==> config.mk <==
export PLATFORM = sky130hd
export DESIGN_NAME = mtr_drv_pwm
export DESIGN_NICKNAME = d
export VERILOG_FILES = /design/src/rtl/mtr_drv_pwm.sv
export SDC_FILE = /design/constraint.sdc
export NUM_CORES = 1
export LEC_CHECK = 0
export ABC_AREA = 1
export BUFFER_PORTS_ARGS = -buffer_cell sky130_fd_sc_hd__buf_4
export CORE_MARGIN = 4
export CORE_UTILIZATION = 39
export CTS_BUF_LIST = sky130_fd_sc_hd__clkbuf_8 sky130_fd_sc_hd__clkbuf_16
export DETAILED_ROUTE_END_ITERATION = 7
export PLACE_DENSITY = 0.67
export RECOVER_POWER = 25
export SLEW_MARGIN = 10
export SYNTH_ARGS = -nofsm -noshare
export SYNTH_HDL_FRONTEND = slang
export SYNTH_SLANG_ARGS = --single-unit
==> constraint.sdc <==
create_clock -name clk -period 1.3 [get_ports clk]
set_input_delay 0.13 -clock clk [delete_from_list [all_inputs] [get_ports clk]]
set_output_delay 0.13 -clock clk [all_outputs]
set_load 0.1 [all_outputs]
==> src/rtl/mtr_drv_pwm.sv <==
// mtr_drv_pwm: motor-drive PWM back end for two H-bridges.
// Converts signed 11-bit speed words into complementary high/low-side
// gate drives with a programmable dead time between them. Speeds are
// double-buffered and change only on PWM period boundaries.
// Optional feature: define SLEW_LIMIT_EN to limit how far the applied
// duty may move per period (by SLEW_STEP counts).
module mtr_drv_pwm #(
  parameter int NONOVERLAP = 8,
  parameter int SLEW_STEP  = 64
) (
  input  logic               clk,
  input  logic               rst_n,
  input  logic signed [10:0] lft_spd,
  input  logic signed [10:0] rght_spd,
  output logic               lft_pwm1,
  output logic               lft_pwm2,
  output logic               rght_pwm1,
  output logic               rght_pwm2,
  output logic               prd_strt
);

  localparam logic [10:0] CNT_LAST  = 11'h7FF;
  localparam logic [10:0] DUTY_ZERO = 11'h400;
  localparam logic [5:0]  NOV_LOAD  = 6'(NONOVERLAP);
  localparam logic [5:0]  NOV_EDGE  = 6'(NONOVERLAP - 1);

  // Index 0 is the left motor, index 1 the right motor.
  logic [10:0] cnt_q;
  logic        prdStrt_q;
  logic [10:0] spdNxt [2];
  logic [10:0] duty_d [2];
  logic [10:0] duty_q [2];
  logic [1:0]  raw_q;
  logic [1:0]  rawDly_q;
  logic [5:0]  nov_q [2];
  logic [1:0]  pwm1_q;
  logic [1:0]  pwm2_q;

`ifdef SLEW_LIMIT_EN
  localparam logic signed [11:0] STEP_S = 12'(SLEW_STEP);
  localparam logic [10:0]        STEP_U = 11'(SLEW_STEP);
  logic signed [11:0] diff [2];

  // Move the applied duty toward the requested one by at most one step.
  always_comb begin
    spdNxt[0] = lft_spd ^ DUTY_ZERO;
    spdNxt[1] = rght_spd ^ DUTY_ZERO;
    for (int s = 0; s < 2; s++) begin
      duty_d[s] = duty_q[s];
      diff[s]   = $signed({1'b0, spdNxt[s]}) - $signed({1'b0, duty_q[s]});
      if (diff[s] > STEP_S) begin
        duty_d[s] = duty_q[s] + STEP_U;
      end else if (diff[s] < -STEP_S) begin
        duty_d[s] = duty_q[s] - STEP_U;
      end else begin
        duty_d[s] = spdNxt[s];
      end
    end
  end
`else
  logic unusedSlewStep;
  assign unusedSlewStep = ^32'(SLEW_STEP);

  // Without slew limiting the requested duty is taken as-is.
  always_comb begin
    spdNxt[0] = lft_spd ^ DUTY_ZERO;
    spdNxt[1] = rght_spd ^ DUTY_ZERO;
    for (int s = 0; s < 2; s++) begin
      duty_d[s] = spdNxt[s];
    end
  end
`endif

  // Free-running period counter and registered period-start strobe.
  always_ff @(posedge clk or negedge rst_n) begin
    if (!rst_n) begin
      cnt_q     <= '0;
      prdStrt_q <= 1'b0;
    end else begin
      cnt_q     <= cnt_q + 11'd1;
      prdStrt_q <= (cnt_q == CNT_LAST);
    end
  end

  // Applied duties only change on the last count so a period is never cut.
  always_ff @(posedge clk or negedge rst_n) begin
    if (!rst_n) begin
      for (int s = 0; s < 2; s++) begin
        duty_q[s] <= DUTY_ZERO;
      end
    end else if (cnt_q == CNT_LAST) begin
      for (int s = 0; s < 2; s++) begin
        duty_q[s] <= duty_d[s];
      end
    end
  end

  // Raw PWM compare and dead-time insertion around every raw edge.
  always_ff @(posedge clk or negedge rst_n) begin
    if (!rst_n) begin
      raw_q    <= '0;
      rawDly_q <= '0;
      pwm1_q   <= '0;
      pwm2_q   <= '0;
      for (int s = 0; s < 2; s++) begin
        nov_q[s] <= NOV_LOAD;
      end
    end else begin
      for (int s = 0; s < 2; s++) begin
        raw_q[s]    <= (cnt_q < duty_q[s]);
        rawDly_q[s] <= raw_q[s];
        if (raw_q[s] != rawDly_q[s]) begin
          nov_q[s]  <= NOV_EDGE;
          pwm1_q[s] <= 1'b0;
          pwm2_q[s] <= 1'b0;
        end else if (nov_q[s] != 6'd0) begin
          nov_q[s]  <= nov_q[s] - 6'd1;
          pwm1_q[s] <= 1'b0;
          pwm2_q[s] <= 1'b0;
        end else begin
          pwm1_q[s] <= raw_q[s];
          pwm2_q[s] <= ~raw_q[s];
        end
      end
    end
  end

  assign lft_pwm1  = pwm1_q[0];
  assign lft_pwm2  = pwm2_q[0];
  assign rght_pwm1 = pwm1_q[1];
  assign rght_pwm2 = pwm2_q[1];
  assign prd_strt  = prdStrt_q;

endmodule

==> impl_metrics.yaml, run 1 <==
floorplanning:
  pin_count: 29
  die_h_um: 95.0
  die_area_um2: 9020
  coreArea_um2: 7290
  start_util_pct: 40.5
  fp.dieW_um: 95.0
  num_rows: 31
power_and_ir_drop:
  power_switching_mw: 0.639
  power_frac_clock_pct: 35.1
  p_leak_nw: 2.11
  switching_share_pct: 23.1
  max-vdd-ir-drop_mv: 0.378
  sequentialPowerShare_pct: 60.7
  comb_power_share_pct: 4.2
  p_int_mw: 2.13
  power_density_nw_per_um2: 746
  power.total_mw: 2.77
timing:
  rsz0062_at_grt: "yes"
  tightest_slew_ns: 0.617
  layout_min_cycle_time_ns: 1.33
  final.period_utilization_pct: 102
  slew_violations: 0
  relSlewSlack_pct: 58.9
  setup_ws_ns: -0.0273
  hold_viol: 0
  timing.fmax_mhz: 753
  fin_skew_ns: 0.0128
  setup_viol_count_final: 2
  fin_setup_tns_ns: -0.0441
worst_setup_path:
  required_ns: 1.52
  path_cells: "inv_2 -> ha_4 -> nand2_4 -> nor2_4 -> nand2_2 -> a21oi_2 -> nor2_1"
  worstRegToRegCells: 7
  critPathLaunchType: "register"
  rr_startpoint: "duty_q[10]"
  r2r_end: "raw_q[1]"
  end_kind: "register"
  arrival_ns: 1.55
  critical_path.endpoint: "raw_q[1]"
  worst-path-stages: 7
  r2r_slack_ns: -0.03
  path_delay_family: "flip-flops"
  worstPathMaxFanout: 2
  cpPeakStageDelay_ns: 0.55
  cp_num_buf_inv: 1
  crit_start: "duty_q[10]"
  critPathSlowestCell: "dfstp_2"
  path_class: "reg -> reg"
final_layout:
  fin_cells: 495
  drive_gt1_share_pct: 30.3
  num_antenna_cells: 0
  area_growth_pct: 25.7
  stdcell_area_um2: 3710
  final_nets: 444
synth:
  synth-seq-cells: 54
  synth_area_um2: 2950
  ys_warn_count: 0
  synth_nets: 393
  avgSynthCellArea_um2: 8.58
  syn-instance-count: 344
  synth.distinct_cells: 23
  yosysSeqAreaShare_pct: 46.0
run_status:
  violations: "setup timing"
  status: "finished, violations left"
cts:
  clkSinkCount: 54
  cts.clk_slew.worst_paths_ns: 0.11
  htree_levels: 2
  numCtsBuffers: 5
  worstSkewPairLatency_ns: 0.32
  cts_tree: "yes"
  clk_path_buf_depth: 2
  root_buffer: "clkbuf_8"
routing:
  vias: 2193
  ant_nets: 0
  viasPerCell: 4.43
  finalWirelength_mm: 5.27
  remaining_drc_errors: 0
  first_pass_iters: 4
  first_iter_violations: 37
  wl_per_cell_um: 10.7
place:
  dp_cells: 479
  place_area_um2: 3370
  pre_cts_slack_ns: -0.105
  dp_hpwl_mm: 3.86
  portBuffers: 28
  gp_congestion: 0.785
grt:
  grt_max_degree: 33
  grt.total_usage_pct: 12.4
  grt_pass1_wl_mm: 8.80
  gr-total-overflow: 0
  antenna_found_initial: 0
  grt_pass1_vias: 2045
flow_run:
  drv_cap: 0
hold_path:
  hold_class: "in -> reg"
## synth_stat cells
master | number | area share (%)
a21oi_1 | 11 | 1.9
dfrtp_1 | 50 | 42
inv_2 | 1 | 0.13
nor2_4 | 1 | 0.38
o21ai_2 | 22 | 6.5
or2_2 | 1 | 0.21
o21a_1 | 1 | 0.25
inv_1 | 68 | 8.7
nand3_4 | 1 | 0.59
xnor2_1 | 3 | 0.89
ha_1 | 25 | 11
buf_6 | 4 | 1.5
nor2_1 | 31 | 3.9
nand2_1 | 88 | 11
a21o_1 | 2 | 0.51
nand2_2 | 2 | 0.42
o21ai_0 | 2 | 0.34
nand4_1 | 5 | 1.1
nand3_1 | 8 | 1.4
nor2_2 | 1 | 0.21
nor3_1 | 4 | 0.68
xor2_1 | 9 | 2.7
dfstp_2 | 4 | 3.6
## state kept, by name, indices dropped and copies added (netlist names)
register and count:
cnt_q 11, duty_q 22, nov_q 12, prd_strt 1, pwm1_q 2, pwm2_q 2
rawDly_q 2, raw_q 2
## per-stage QoR
| stage | utilization [%] | hold WS (ns) |
|---|---|---|
| final | 50.8 | 0.0525 |
| after global placement | 46.2 | 0.0494 |
| after global routing | 50.8 | 0.0460 |
| after detailed placement | 46.2 | 0.0574 |
| after CTS | 48.6 | 0.0462 |
| after floorplan | - | -0.166 |
## placed cells by master, fill, tap and decap left out, types with 6 or more instances in the layout
cell	instances
nor2_1	24
nor2_2	6
buf_4	40
nand2_2	7
xor2_1	9
ha_1	18
dfrtp_1	44
dfrtp_2	6
ha_4	7
inv_1	66
a21oi_1	7
nand2_1	81
o21ai_2	22
nand3_1	7
## per-layer routing
metal / up-vias / share of wire (%) / track usage [%]
met4: 0 / 1.5 / 4.69
met2: 23 / 51 / 21.0
met5: - / 0 / 0
met3: 5 / 3.0 / 2.87
met1: 1009 / 44 / 15.2
li1: 1156 / - / -
## final cells by class
cell class                 count  area [µm²]
clock buffer                   5        68.8
clock inverter                 3        25.0
fill                         717        3580
inverter                      69         259
multi-input combinational    217        1460
sequential                    54        1360
tap                           99         124
timing repair buffer          48         407
## worst min path at each step
stage           startpoint          to  slack [ns]  depth (start not counted)
5_1_grt        rght_spd[8]   duty_q[8]        0.05                          3
6_report       rght_spd[8]   duty_q[8]        0.05                          3
3_3_place_gp         rst_n    nov_q[7]        0.05                          1
3_5_place_dp         rst_n    nov_q[7]        0.06                          1
4_1_cts         lft_spd[3]  duty_q[14]        0.05                          3
2_1_floorplan        rst_n    cnt_q[0]       -0.17                          0
## what timing repair did
action | in CTS | in global routing
hold buffers | 3 | 0
pin swaps | 8 | 4
setup endpoints to repair | 13 | 30
gates resized for setup | 13 | 29
buffers inserted | 0 | 5
hold endpoints to repair | 24 | 0
## worst min-delay path, cell delays in order
cell     delay [ns]
buf_4          0.10
inv_1          0.06
o21ai_2        0.05
## logic make-up (layout without fill, tap and decap cells)
family / after synthesis / count (layout) / synth area share [%]
flops: 54 / 54 / 46.0
buf+inv: 73 / 125 / 10.3
xor+xnor: 12 / 12 / 3.56
fa+ha+maj: 25 / 25 / 10.6
compound gates: 38 / 38 / 9.50
simple gates: 142 / 142 / 20.1
## power by group through the flow
stage	Combinational (mW)	Sequential, mW	Clock (mW)
2_1_floorplan	0.0178	1.71	0
3_3_place_gp	0.114	1.71	0
3_5_place_dp	0.116	1.71	0
4_1_cts	0.123	1.68	1.02
5_1_grt	0.134	1.68	1.09
6_report	0.116	1.68	0.971
(Power assumes the default switching activity.)
==> inputs of run 2 (changes only) <==
CORE_UTILIZATION = 53   (was 39)
PLACE_DENSITY = 0.84   (was 0.67)
SETUP_SLACK_MARGIN = 0.1   (was unset)
==> impl_metrics.yaml, run 2 (synthesized netlist as in run 1, its figures left out) <==
worst_setup_path:
  end_kind: "register"
  worstRegToRegCells: 6
  required_ns: 1.54
  arrival_ns: 1.65
  path_class: "reg -> reg"
  worstPathMaxFanout: 5
  critPathLaunchType: "register"
routing:
  first_pass_iters: 5
  ant_nets: 0
  wl_per_cell_um: 14.4
  vias: 2468
  remaining_drc_errors: 0
  first_iter_violations: 120
  finalWirelength_mm: 6.91
  viasPerCell: 5.13
hold_path:
  hold_class: "in -> reg"
  holdPathStages: 3
timing:
  hold_viol: 0
  rsz0062_at_grt: "yes"
  slew_violations: 0
  timing.fmax_mhz: 712
  layout_min_cycle_time_ns: 1.40
  final.period_utilization_pct: 108
  setup_viol_count_final: 25
  tightest_slew_ns: 0.676
  fin_skew_ns: 0.0103
  setup_ws_ns: -0.104
  relSlewSlack_pct: 54.9
floorplanning:
  fp.dieW_um: 82.6
  coreArea_um2: 5240
  die_area_um2: 6820
  num_rows: 26
  die_h_um: 82.6
  start_util_pct: 56.3
  pin_count: 29
final_layout:
  layout_common_cells: "inv_1 (63), nand2_1 (57), buf_4 (46)"
  multi_input_area_um2: 1660
  final_nets: 459
  largest_reg_flops: 22
  max_flop_register: "duty_q"
  layout.area.seq_um2: 1370
  drive_gt1_share_pct: 41.4
  area_growth_pct: 37.2
  fin_cells: 481
  biggestRegsByFlops: "duty_q: 22 flops, nov_q: 12 flops, cnt_q: 11 flops"
  nFillCells: 330
  mostFrequentLayoutCell: "inv_1"
  num_antenna_cells: 0
cts:
  clkSinkCount: 54
  cts.clk_slew.worst_paths_ns: 0.09
  numCtsBuffers: 5
  worstSkewPairLatency_ns: 0.31
  htree_levels: 2
  clk_path_buf_depth: 2
  cts_tree: "yes"
  root_buffer: "clkbuf_8"
place:
  dp_cells: 450
  dp_hpwl_mm: 4.06
  portBuffers: 28
  gp_congestion: 0.785
  pre_cts_slack_ns: -0.0309
power_and_ir_drop:
  power_density_nw_per_um2: 659
  power.total_mw: 2.67
  max-vdd-ir-drop_mv: 0.433
  p_leak_nw: 2.25
run_status:
  violations: "setup timing"
  status: "finished, violations left"
grt:
  grt.total_usage_pct: 19.3
  antenna_found_initial: 0
  grt_pass1_vias: 2368
  gr-total-overflow: 0
  grt_pass1_wl_mm: 10.0
  grt_max_degree: 30
flow_run:
  drv_cap: 0
[run 2: cell types whose count changed in the layout (fill, tap and decap cells not counted), moves of 3 or more]
cell / before / now
nand2_4: 2 / 21
inv_2: 3 / 8
clkbuf_16: 0 / 4
nand2_2: 7 / 12
nor2_4: 3 / 6
nor2_1: 24 / 19
inv_1: 66 / 63
nand2_1: 81 / 57
buf_4: 40 / 46
buf_6: 1 / 5
[run 2: path summary, 6_finish.rpt]
| check | from | endpoint | slack [ns] |
|---|---|---|---|
| max | cnt_q[6] | duty_q[10] | -0.10 |
| min | lft_spd[2] | duty_q[13] | 0.06 |
| min in group asynchronous | rst_n | duty_q[17] | 0.39 |
| max in group asynchronous | rst_n | cnt_q[2] | 0.31 |
| min reg2reg | rawDly_q[0] | pwm2_q[0] | 0.46 |
| max reg2reg | cnt_q[6] | duty_q[10] | -0.10 |
[run 2: metal layers]
layer	up-vias	share of wire [%]	global-route usage (%)	routed length, µm
met4	0	3.1	6.86	211
met1	1193	39	21.0	2720
met3	24	3.9	4.01	267
met2	60	54	36.7	3720
met5	-	0	0	0
li1	1191	-	-	-
[run 2: worst max-delay path, cell delays in order, from the launching register on]
cell       delay [ns]
dfrtp_2          0.52
nand2_4          0.09
nor2_4           0.17
nand3_2          0.20
clkbuf_16        0.23
nand2_1          0.07
o21ai_2          0.05
[run 2: through the flow]
stage	instance area [µm²]	TNS (ns)	utilization [%]	hold WS (ns)
finish	4050	-1.94	77.3	0.0575
global route	4050	-3.29	77.3	0.0462
CTS	3720	-0.0344	71.0	0.0498
detailed placement	3400	-0.0422	65.0	0.0603
global placement	3400	0	65.0	0.0550
floorplan	3020	0	-	-0.166
[run 2: repair_timing]
action / CTS / global route
hold endpoints to repair: 23 / 0
cloned: 0 / 7
setup endpoints to repair: 28 / 42
setup buffers: 4 / 10
pin swaps: 17 / 32
gates resized for setup: 44 / 40
hold buffers: 3 / 0
[run 2: report_power, final]
part	leakage, nW	total (mW)	internal (mW)	switching (mW)
registers	0.578	1.68	1.68	0
logic	1.62	0.117	0.0584	0.0585
clock network	0.0519	0.874	0.361	0.513
[run 2: final cells by class]
| class | count | share of cell area (%) |
|---|---|---|
| Multi-Input combinational cell | 218 | 40.9 |
| Inverter | 69 | 6.46 |
| Timing Repair Buffer | 62 | 14.7 |
| Tap cell | 70 | 2.16 |
| Clock buffer | 5 | 1.70 |
| Sequential cell | 54 | 33.7 |
| Clock inverter | 3 | 0.278 |
==> inputs of run 3 (changes only) <==
clock period = 1.2 ns   (was 1.3 ns; I/O delays follow)
==> impl_metrics.yaml, run 3 (synthesized netlist as in run 1, its figures left out) <==
place:
  gp_congestion: 0.826
  portBuffers: 28
  dp_hpwl_mm: 4.17
worst_setup_path:
  worstRegToRegCells: 6
  crit_path_frequent_cell: "nand2_1"
  path_class: "reg -> reg"
  path_delay_family: "flip-flops"
  cp_num_buf_inv: 0
  path_cells: "ha_1 -> a21oi_1 -> nand2_1 -> nand2_1 -> nand2_1 -> nor2_1"
  arrival_ns: 1.64
  required_ns: 1.44
  critPathLaunchType: "register"
  worstPathMaxFanout: 5
  worst-path-stages: 6
  cpPeakStageDelay_ns: 0.48
  critPathSlowestCell: "dfrtp_2"
  end_kind: "register"
routing:
  ant_nets: 0
  first_iter_violations: 92
  met1Wirelength_mm: 2.55
  remaining_drc_errors: 0
  wl_met2_mm: 3.70
  viasPerCell: 4.96
  top_layer: "met4"
  vias: 2397
  finalWirelength_mm: 6.61
  wl_met3_um: 198
  first_pass_iters: 4
  wl_per_cell_um: 13.7
floorplanning:
  coreArea_um2: 5240
  num_rows: 26
  pin_count: 29
  fp.dieW_um: 82.6
  die_area_um2: 6820
  start_util_pct: 56.3
  die_h_um: 82.6
final_layout:
  layout_common_cells: "inv_1 (62), nand2_1 (56), buf_4 (49)"
  max_flop_register: "duty_q"
  area_growth_pct: 38.0
  num_antenna_cells: 0
  largest_reg_flops: 22
  final_nets: 461
  mostFrequentLayoutCell: "inv_1"
  drive_gt1_share_pct: 43.1
  biggestRegsByFlops: "duty_q: 22 flops, nov_q: 12 flops, cnt_q: 11 flops"
grt:
  grt_pass1_vias: 2375
  antenna_found_initial: 0
  grt_pass1_wl_mm: 10.2
  gr-total-overflow: 0
  grt_max_degree: 33
  grt.total_usage_pct: 19.7
cts:
  htree_levels: 2
  clkSinkCount: 54
  cts.clk_slew.worst_paths_ns: 0.09
  root_buffer: "clkbuf_8"
  clk_path_buf_depth: 2
  cts_tree: "yes"
  worstSkewPairLatency_ns: 0.31
  numCtsBuffers: 5
timing:
  setup_ws_ns: -0.197
  fin_skew_ns: 0.00346
  hold_viol: 0
  rsz0062_at_grt: "yes"
  slew_violations: 0
  tightest_slew_ns: 0.624
  layout_min_cycle_time_ns: 1.40
  final.period_utilization_pct: 116
  hold_slack_ns: 0.0449
  relSlewSlack_pct: 58.4
  setup_viol_count_final: 28
  timing.fmax_mhz: 716
run_status:
  status: "finished, violations left"
  violations: "setup timing"
hold_path:
  holdPathStages: 3
  hold_class: "in -> reg"
power_and_ir_drop:
  power.total_mw: 3.14
  max-vdd-ir-drop_mv: 0.470
  power_density_nw_per_um2: 772
  p_leak_nw: 2.28
flow_run:
  drv_cap: 0
-- run 3: cell count changes in the layout (fill, tap and decap cells not counted), moves of 3 or more --
| cell | before | now |
|---|---|---|
| nor2_4 | 6 | 9 |
| buf_4 | 46 | 49 |
| nand2_4 | 21 | 16 |
| nand2_2 | 12 | 18 |
| clkbuf_16 | 4 | 1 |
-- run 3: metrics by stage --
| step | setup WS [ns] | std cells | cell area (µm²) | TNS (ns) | util (%) |
|---|---|---|---|---|---|
| final | -0.197 | 483 | 4070 | -3.80 | 77.7 |
| after global placement | -0.0973 | 455 | 3440 | -0.925 | 65.7 |
| after global routing | -0.389 | 483 | 4070 | -6.32 | 77.7 |
| after CTS | -0.133 | 472 | 3770 | -2.48 | 71.9 |
| after floorplan | -0.0445 | 344 | 3030 | -0.677 | - |
| after detailed placement | -0.119 | 455 | 3440 | -1.42 | 65.7 |
-- run 3: path summary, 6_finish.rpt --
path	start	slack, ns	to
hold / removal	rght_spd[0]	0.04	duty_q[0]
setup / recovery	cnt_q[6]	-0.20	raw_q[0]
max in group asynchronous	rst_n	0.20	duty_q[10]
hold reg to reg	raw_q[0]	0.45	rawDly_q[0]
setup reg to reg	cnt_q[6]	-0.20	raw_q[0]
min in group asynchronous	rst_n	0.35	nov_q[11]
-- run 3: where the power goes --
part	total, mW	switching, mW	internal, mW	leakage (nW)
sequential	1.82	0	1.82	0.581
combinational	0.126	0.0623	0.0633	1.64
clock	1.20	0.591	0.608	0.0607
total	3.14	0.653	2.49	2.28
-- run 3: routing by layer --
metal / track usage (%) / vias to the layer above
li1: - / 1194
met1: 20.5 / 1123
met2: 37.7 / 60
met3: 3.58 / 20
met4: 9.48 / 0
met5: 0 / -
-- run 3: worst reg2reg max path, cell delays in order (launching register included) --
cell     delay, ns
dfrtp_2       0.48
ha_1          0.34
a21oi_1       0.18
nand2_1       0.09
nand2_1       0.06
nand2_1       0.05
nor2_1        0.12
-- run 3: cell type report --
type | count | area, µm²
Clock buffer | 5 | 68.8
Clock inverter | 3 | 37.5
Fill cell | 340 | 1170
Inverter | 69 | 262
Multi-Input combinational cell | 217 | 1660
Sequential cell | 54 | 1370
Tap cell | 70 | 87.6
Timing Repair Buffer | 65 | 594
-- run 3: what timing repair did --
item | in CTS | in global routing
endpoints found under the hold margin | 24 | 0
gates cloned | 1 | 1
pin swaps | 12 | 18
resized for setup | 42 | 50
hold buffers | 3 | 0
setup buffers | 5 | 10
setup endpoints to repair | 43 | 49
